[config.mk]
export PLATFORM = sky130hd
export DESIGN_NAME = input_buffer_80
export DESIGN_NICKNAME = d
export VERILOG_FILES = /design/src/rtl/input_buffer_80_pkg.sv /design/src/rtl/input_buffer_80_framing.sv /design/src/rtl/input_buffer_80.sv
export SDC_FILE = /design/constraint.sdc
export NUM_CORES = 1
export LEC_CHECK = 0
export BUFFER_PORTS_ARGS = -buffer_cell sky130_fd_sc_hd__buf_2
export CAP_MARGIN = 20
export CORE_UTILIZATION = 55
export DETAILED_ROUTE_END_ITERATION = 8
export PLACE_DENSITY = 0.73
export SLEW_MARGIN = 20
export SYNTH_ARGS = -nofsm -noshare
export SYNTH_HDL_FRONTEND = slang
export SYNTH_SLANG_ARGS = --single-unit
[constraint.sdc]
create_clock -name clk -period 16.2 [get_ports clk]
set_input_delay 3.24 -clock clk [delete_from_list [all_inputs] [get_ports clk]]
set_output_delay 3.24 -clock clk [all_outputs]
set_load 0.02 [all_outputs]
[src/rtl/input_buffer_80_pkg.sv]
// -----------------------------------------------------------------------------
// input_buffer_80_pkg
// Shared constants for the 80-bit switch input buffer:
//   - flit type field width and encodings (low FTYPEWD bits of every flit)
//   - framing FSM state constants
//   - frame_step(): one step of the packet framing check
// -----------------------------------------------------------------------------
package input_buffer_80_pkg;

    // Flit type field: FLIT[FTYPEWD-1:0]
    localparam int unsigned FTYPEWD = 2;

    localparam logic [FTYPEWD-1:0] ENC_PAYL = 2'b00;
    localparam logic [FTYPEWD-1:0] ENC_SING = 2'b01;
    localparam logic [FTYPEWD-1:0] ENC_HEAD = 2'b10;
    localparam logic [FTYPEWD-1:0] ENC_TAIL = 2'b11;

    // Framing FSM states
    localparam logic [0:0] FSM_IDLE   = 1'b0;
    localparam logic [0:0] FSM_IN_PKT = 1'b1;

    typedef struct packed {
        logic       err;
        logic [0:0] state;
    } frame_step_t;

    // Next framing state plus error indication for one accepted flit.
    // An illegal flit raises err but leaves the state where it was.
    function automatic frame_step_t frame_step(input logic [0:0]         state,
                                               input logic [FTYPEWD-1:0] ftype);
        frame_step_t r;
        r.err   = 1'b0;
        r.state = state;
        if (state == FSM_IDLE) begin
            if (ftype == ENC_HEAD) begin
                r.state = FSM_IN_PKT;
            end else if (ftype != ENC_SING) begin
                r.err = 1'b1;
            end
        end else begin
            if (ftype == ENC_TAIL) begin
                r.state = FSM_IDLE;
            end else if (ftype != ENC_PAYL) begin
                r.err = 1'b1;
            end
        end
        return r;
    endfunction

endpackage

[src/rtl/input_buffer_80_framing.sv]
// -----------------------------------------------------------------------------
// framing_checker_80
// Monitor-only packet framing checker for one input port. Tracks whether a
// packet is open (HEAD seen, TAIL not yet) and raises a sticky proto_err on
// any flit type that is illegal in the current state. Never alters data.
// Ports:
//   clk, rst      switch clock, synchronous active-high reset
//   i_push        a flit is being stored this cycle
//   i_ftype       type field of that flit
//   o_proto_err   sticky framing error flag
// -----------------------------------------------------------------------------
module framing_checker_80
    import input_buffer_80_pkg::*;
(
    input  logic               clk,
    input  logic               rst,
    input  logic               i_push,
    input  logic [FTYPEWD-1:0] i_ftype,
    output logic               o_proto_err
);

    logic [0:0]  r_state;
    logic        r_err;
    frame_step_t w_step;

    always_comb begin
        w_step = frame_step(r_state, i_ftype);
    end

    always_ff @(posedge clk) begin
        if (rst) begin
            r_state <= FSM_IDLE;
            r_err   <= 1'b0;
        end else if (i_push) begin
            r_state <= w_step.state;
            if (w_step.err) begin
                r_err <= 1'b1;
            end
        end
    end

    assign o_proto_err = r_err;

endmodule

[src/rtl/input_buffer_80.sv]
// -----------------------------------------------------------------------------
// input_buffer_80
// Per-input-port flit FIFO for the 80-bit switch. Stores flits from the
// upstream link, broadcasts the head flit to all output allocators, and
// retires it when no allocator signals not-accept.
// Ports:
//   clk, rst      switch clock, synchronous active-high reset
//   FLIT_in       flit from upstream link
//   VALID_in      FLIT_in valid
//   busy_out      registered stall toward upstream link
//   FLIT_out      head flit (combinational read of mem[rd_ptr])
//   VALID_out     FIFO non-empty
//   nack_in       per-allocator not-accept for this input
//   proto_err     sticky framing error
//   overflow_err  sticky push-while-full (flit dropped)
// -----------------------------------------------------------------------------
module input_buffer_80
    import input_buffer_80_pkg::*;
#(
    parameter int unsigned FLIT_W = 80,
    parameter int unsigned DEPTH  = 6,
    parameter int unsigned SLACK  = 2,
    parameter int unsigned N_OUT  = 4
) (
    input  logic              clk,
    input  logic              rst,
    input  logic [FLIT_W-1:0] FLIT_in,
    input  logic              VALID_in,
    output logic              busy_out,
    output logic [FLIT_W-1:0] FLIT_out,
    output logic              VALID_out,
    input  logic [N_OUT-1:0]  nack_in,
    output logic              proto_err,
    output logic              overflow_err
);

    localparam int unsigned PTR_W = (DEPTH > 1) ? $clog2(DEPTH) : 1;
    localparam int unsigned CNT_W = $clog2(DEPTH + 1);

    localparam logic [CNT_W-1:0] CNT_FULL = CNT_W'(DEPTH);
    // busy must go up while SLACK entries are still free: the registered
    // busy_out and the link round trip let that many more flits arrive.
    localparam logic [CNT_W-1:0] BUSY_THR = CNT_W'(DEPTH - SLACK);
    localparam logic [PTR_W-1:0] PTR_LAST = PTR_W'(DEPTH - 1);

    logic [FLIT_W-1:0] r_mem [DEPTH];
    logic [PTR_W-1:0]  r_rd_ptr;
    logic [PTR_W-1:0]  r_wr_ptr;
    logic [CNT_W-1:0]  r_count;
    logic              r_busy;
    logic              r_ovf;

    logic              w_pop;
    logic              w_push;
    logic              w_drop;
    logic [CNT_W-1:0]  w_count_next;

    assign VALID_out = (r_count != '0);
    assign FLIT_out  = r_mem[r_rd_ptr];

    // Silence on every nack line means the one interested allocator took it.
    assign w_pop  = VALID_out & ~|nack_in;
    // A pop in the same cycle frees the slot, so a full FIFO can still accept.
    assign w_push = VALID_in & ((r_count < CNT_FULL) | w_pop);
    assign w_drop = VALID_in & ~w_push;

    assign w_count_next = r_count + CNT_W'(w_push) - CNT_W'(w_pop);

    always_ff @(posedge clk) begin
        if (w_push) begin
            r_mem[r_wr_ptr] <= FLIT_in;
        end
    end

    always_ff @(posedge clk) begin
        if (rst) begin
            r_rd_ptr <= '0;
            r_wr_ptr <= '0;
            r_count  <= '0;
            r_busy   <= 1'b0;
            r_ovf    <= 1'b0;
        end else begin
            if (w_push) begin
                r_wr_ptr <= (r_wr_ptr == PTR_LAST) ? '0 : r_wr_ptr + 1'b1;
            end
            if (w_pop) begin
                r_rd_ptr <= (r_rd_ptr == PTR_LAST) ? '0 : r_rd_ptr + 1'b1;
            end
            r_count <= w_count_next;
            r_busy  <= (w_count_next >= BUSY_THR);
            if (w_drop) begin
                r_ovf <= 1'b1;
            end
        end
    end

    assign busy_out     = r_busy;
    assign overflow_err = r_ovf;

    // Dropped flits never reach the checker, so they do not advance framing.
    framing_checker_80 u_framing (
        .clk         (clk),
        .rst         (rst),
        .i_push      (w_push),
        .i_ftype     (FLIT_in[FTYPEWD-1:0]),
        .o_proto_err (proto_err)
    );

endmodule

==> metrics.md <==
| Metric | Value |
|---|---|
| Horiz. Die Dim | 186.1 µm |
| Worst-Skew Late Latency | 0.55 ns |
| Slowest library cell on the worst path | dfxtp_4 |
| FF-to-FF Start | r_count[1] |
| Switching share of power | 21.40% |
| Largest net degree at the start of global routing | 85 |
| # clock sinks | 495 |
| CTS clk-pin slew, worst paths | 0.06 ns |
| Fillers | 2,298 |
| Worst hold endpoint | overflow_err |
| Placed inst area | 20,010 µm² |
| Sequential area share after synthesis | 78.89% |
| Vias | 9,104 |
| Share of post-route cells with drive strength above 1 | 29.83% |
| Post-Route Utilization | 64.47% |
| Routed wire length | 33,950 µm |
| Post-synth EDFFs | 480 |
| Setup Fix Bufs, Post-CTS | 0 |
| FF-to-FF setup slack | 13.05 ns |
| Compound-Gate Fraction of Synth Area | 2.690% |
| Min Hold Slack | 0.4492 ns |
| Site row count | 67 |
| # hold bufs at CTS | 0 |
| Met3 Usage GRT | 4.576% |
| Family with the most delay on the worst path | buffers and inverters |
| Post-Syn Area | 18,650 µm² |
| Gr busiest metal | met2 |
| Register Area | 14,730 µm² |
| Hold Fails Final Rpt | 0 |
| Post-synthesis async set-or-reset flop share | 0% |
| WHS Path Cells | 2 |
| DR vias/cell | 5.679 |
| Die Span Y | 186.1 µm |
| Worst-path fanout max | 56 |
| Count of pins over their slew limit | 0 |
| RSZ-0062 raised after global routing | no |
| Die Area | 34,650 µm² |
| Relative slew slack | 28.53% |
| Initial core utilization | 55.76% |
| Critical path, cell by cell | buf_4, mux4_2, nor2_1, a21oi_1, buf_2 |
| Via count of the first global-routing pass | 9,181 |
| F_max | 0.1459 GHz |
| Met1 Resource Use GR | 27.04% |
| Sequential power share | 53.6% |
| Synth unique cells | 35 |
| Mux contribution to synthesized area | 14.07% |
| Synth Area in Adders | 0.3086% |
| First-pass GRT wire length | 51,850 µm |
| Worst r2r dst | r_mem[2][25] |
| P_int | 2158 µW |
| CP Capture Type | primary output |
| IO Port Bufs | 170 |
| DRC | 0 |
| Max-cap violations | 0 |
| Hold path start | overflow_err |
| Logic gate share of total power | 7.3% |
| Met2 Use GR | 33.58% |
| WP buf/inv | 2 |
| Most frequent cells in the layout | edfxtp_1, buf_2, nor2_1, a21oi_1 |
| Post-DP HPWL | 18,360 µm |
| Top-area cell type share of the netlist area | 77.28% |
| CTS tree | yes |
| Least-Margin Pin Slew | 1.072 ns |
| Post-route setup TNS | 0 ns |
| HP Class | reg2reg |
| Mapped Cells | 921 |
| Non-filler cells in the finished layout | 1,603 |
| Fin Clk Skew | 0.01504 ns |
| Num ports | 171 |
| Synth Area in XOR/XNOR | 0.1677% |
| Top FF cell, synth | edfxtp_1 |
| Warnings from Yosys | 0 |
| Commonest non-fill, non-tap cell in the layout | edfxtp_1 |
| Syn avg cell area | 20.25 µm² |
| Main combinational cell family by area after synthesis | multiplexers |
| PwrDens | 127.3 nW/µm² |
| # setup viols final | 0 |
| Core area | 33,450 µm² |
| FF+latch count, synth | 495 |
| GRT Util Overall | 20.06% |
| Status | finished, final reports clean |
| Net Switching | 587.5 µW |
| Area of the multi-input gates | 3736 µm² |
| CTS resizes | 0 |
| First-pass DRT Iterations | 5 |
| Final min period | 6.853 ns |
| Simple-gate share of the synthesized area | 2.610% |
| Overflow after GRT | 0 |
| Critical Path RT | 12.96 ns |
| R2R depth | 5 |
| GP Congestion | 0.7311 |
| CP max stage delay | 0.99 ns |
| Final ANT Viol Nets | 0 |
| Crit path DAT | 3.61 ns |
| Clock share of power | 39.1% |
| Synthesis-to-finish area growth | 15.63% |
| Layout net count | 1,201 |
| CTS H-tree lvls | 2 |
| TritonCTS buffer count | 48 |
| Initial antenna violation count | 8 |
| Clock buffer depth | 3 |
| Ranking of synthesized cells by area | edfxtp_1, mux4_2, mux2i_1 |
| Setup CP Type | reg2out |
| WL per Instance | 21.18 µm |
| Placed cell count | 1,508 |
| Largest area contributor in the netlist | edfxtp_1 |
| Period utilization | 42.30% |
| Leak | 0.007033 µW |
| Syn Nets | 1,012 |
| Clk root buf | clkbuf_16 |
| Worst VDD drop | 91.32 µV |
| Worst Setup Start Kind | flip-flop |
| Cell area after layout | 21,570 µm² |
| 1st-iter DRT viols | 640 |
## final cells by class
cell class	instances	share of cell area [%]
clock buffer	57	5.726
tap	448	2.599
multi-input combinational	374	17.32
timing repair buffer	185	4.467
inverter	6	0.1044
sequential	495	68.28
clock inverter	33	1.439
antenna	5	0.05802
## power by group through the flow
stage               clock network, µW  logic, µW  registers (µW)
floorplan                           0        127            1500
global placement                    0        201            1500
detailed placement                  0        204            1500
CTS                              1090        205            1470
global route                     1140        220            1480
finish                           1070        201            1470
## Yosys cell counts (2+ instances only)
cell type / n
buf_2: 16
nor3_1: 4
mux4_2: 80
clkbuf_1: 26
inv_1: 6
o31ai_1: 4
mux2i_1: 80
buf_6: 2
edfxtp_1: 480
nor2b_1: 4
dfxtp_1: 15
nand4_1: 3
a21oi_1: 86
ha_1: 3
nor4b_1: 2
nor4_1: 2
mux2_2: 2
nor2_1: 87
nand3_1: 2
or4_1: 2
## routing by layer
layer  vias to the layer above  routed length (µm)
met5                         -                  59
met4                        10                 539
met3                        53                2049
met2                       251               16870
met1                      4659               14440
li1                       4131                   -
## how the worst max path moves through the flow
stage,slack [ns],startpoint,endpoint,cells past startpoint
after floorplan,3.26,nack_in[1],r_mem[4][0],3
after global placement,9.79,flip-flop,FLIT_out[38],5
after detailed placement,9.80,flip-flop,FLIT_out[38],5
after CTS,9.21,flip-flop,FLIT_out[38],5
after global routing,9.03,flip-flop,FLIT_out[37],5
final,9.35,flip-flop,FLIT_out[38],5
## state kept, by name, summed over array words and instances (netlist names), named ones only
register,count
r_mem,480
r_wr_ptr,3
r_count,3
r_rd_ptr,3
u_framing.o_proto_err,1
overflow_err,1
## logic make-up (layout without fill, tap and decap cells)
family | count (synthesis) | count (layout)
other | 0 | 5
buffers and inverters | 52 | 281
flip-flops | 495 | 495
adder cells (fa/ha/maj) | 4 | 4
multiplexers | 162 | 162
XOR/XNOR | 2 | 2
AO/OA/AOI/OAI | 95 | 95
AND/OR/NAND/NOR | 111 | 111
## worst reg2reg max path, cell delays in order, from the launching register on
cell     delay [ns]
dfxtp_1        0.37
ha_1           0.26
o41ai_1        0.13
nand3_1        0.33
nor3_2         0.79
buf_4          0.83
## per-stage QoR
step                setup slack, ns  power (µW)
floorplan                     3.264        1630
global placement              9.791        1697
detailed placement            9.799        1703
CTS                           9.206        2771
global route                  9.027        2838
finish                        9.347        2746
No activity file was read; power rests on OpenSTA's default activity.
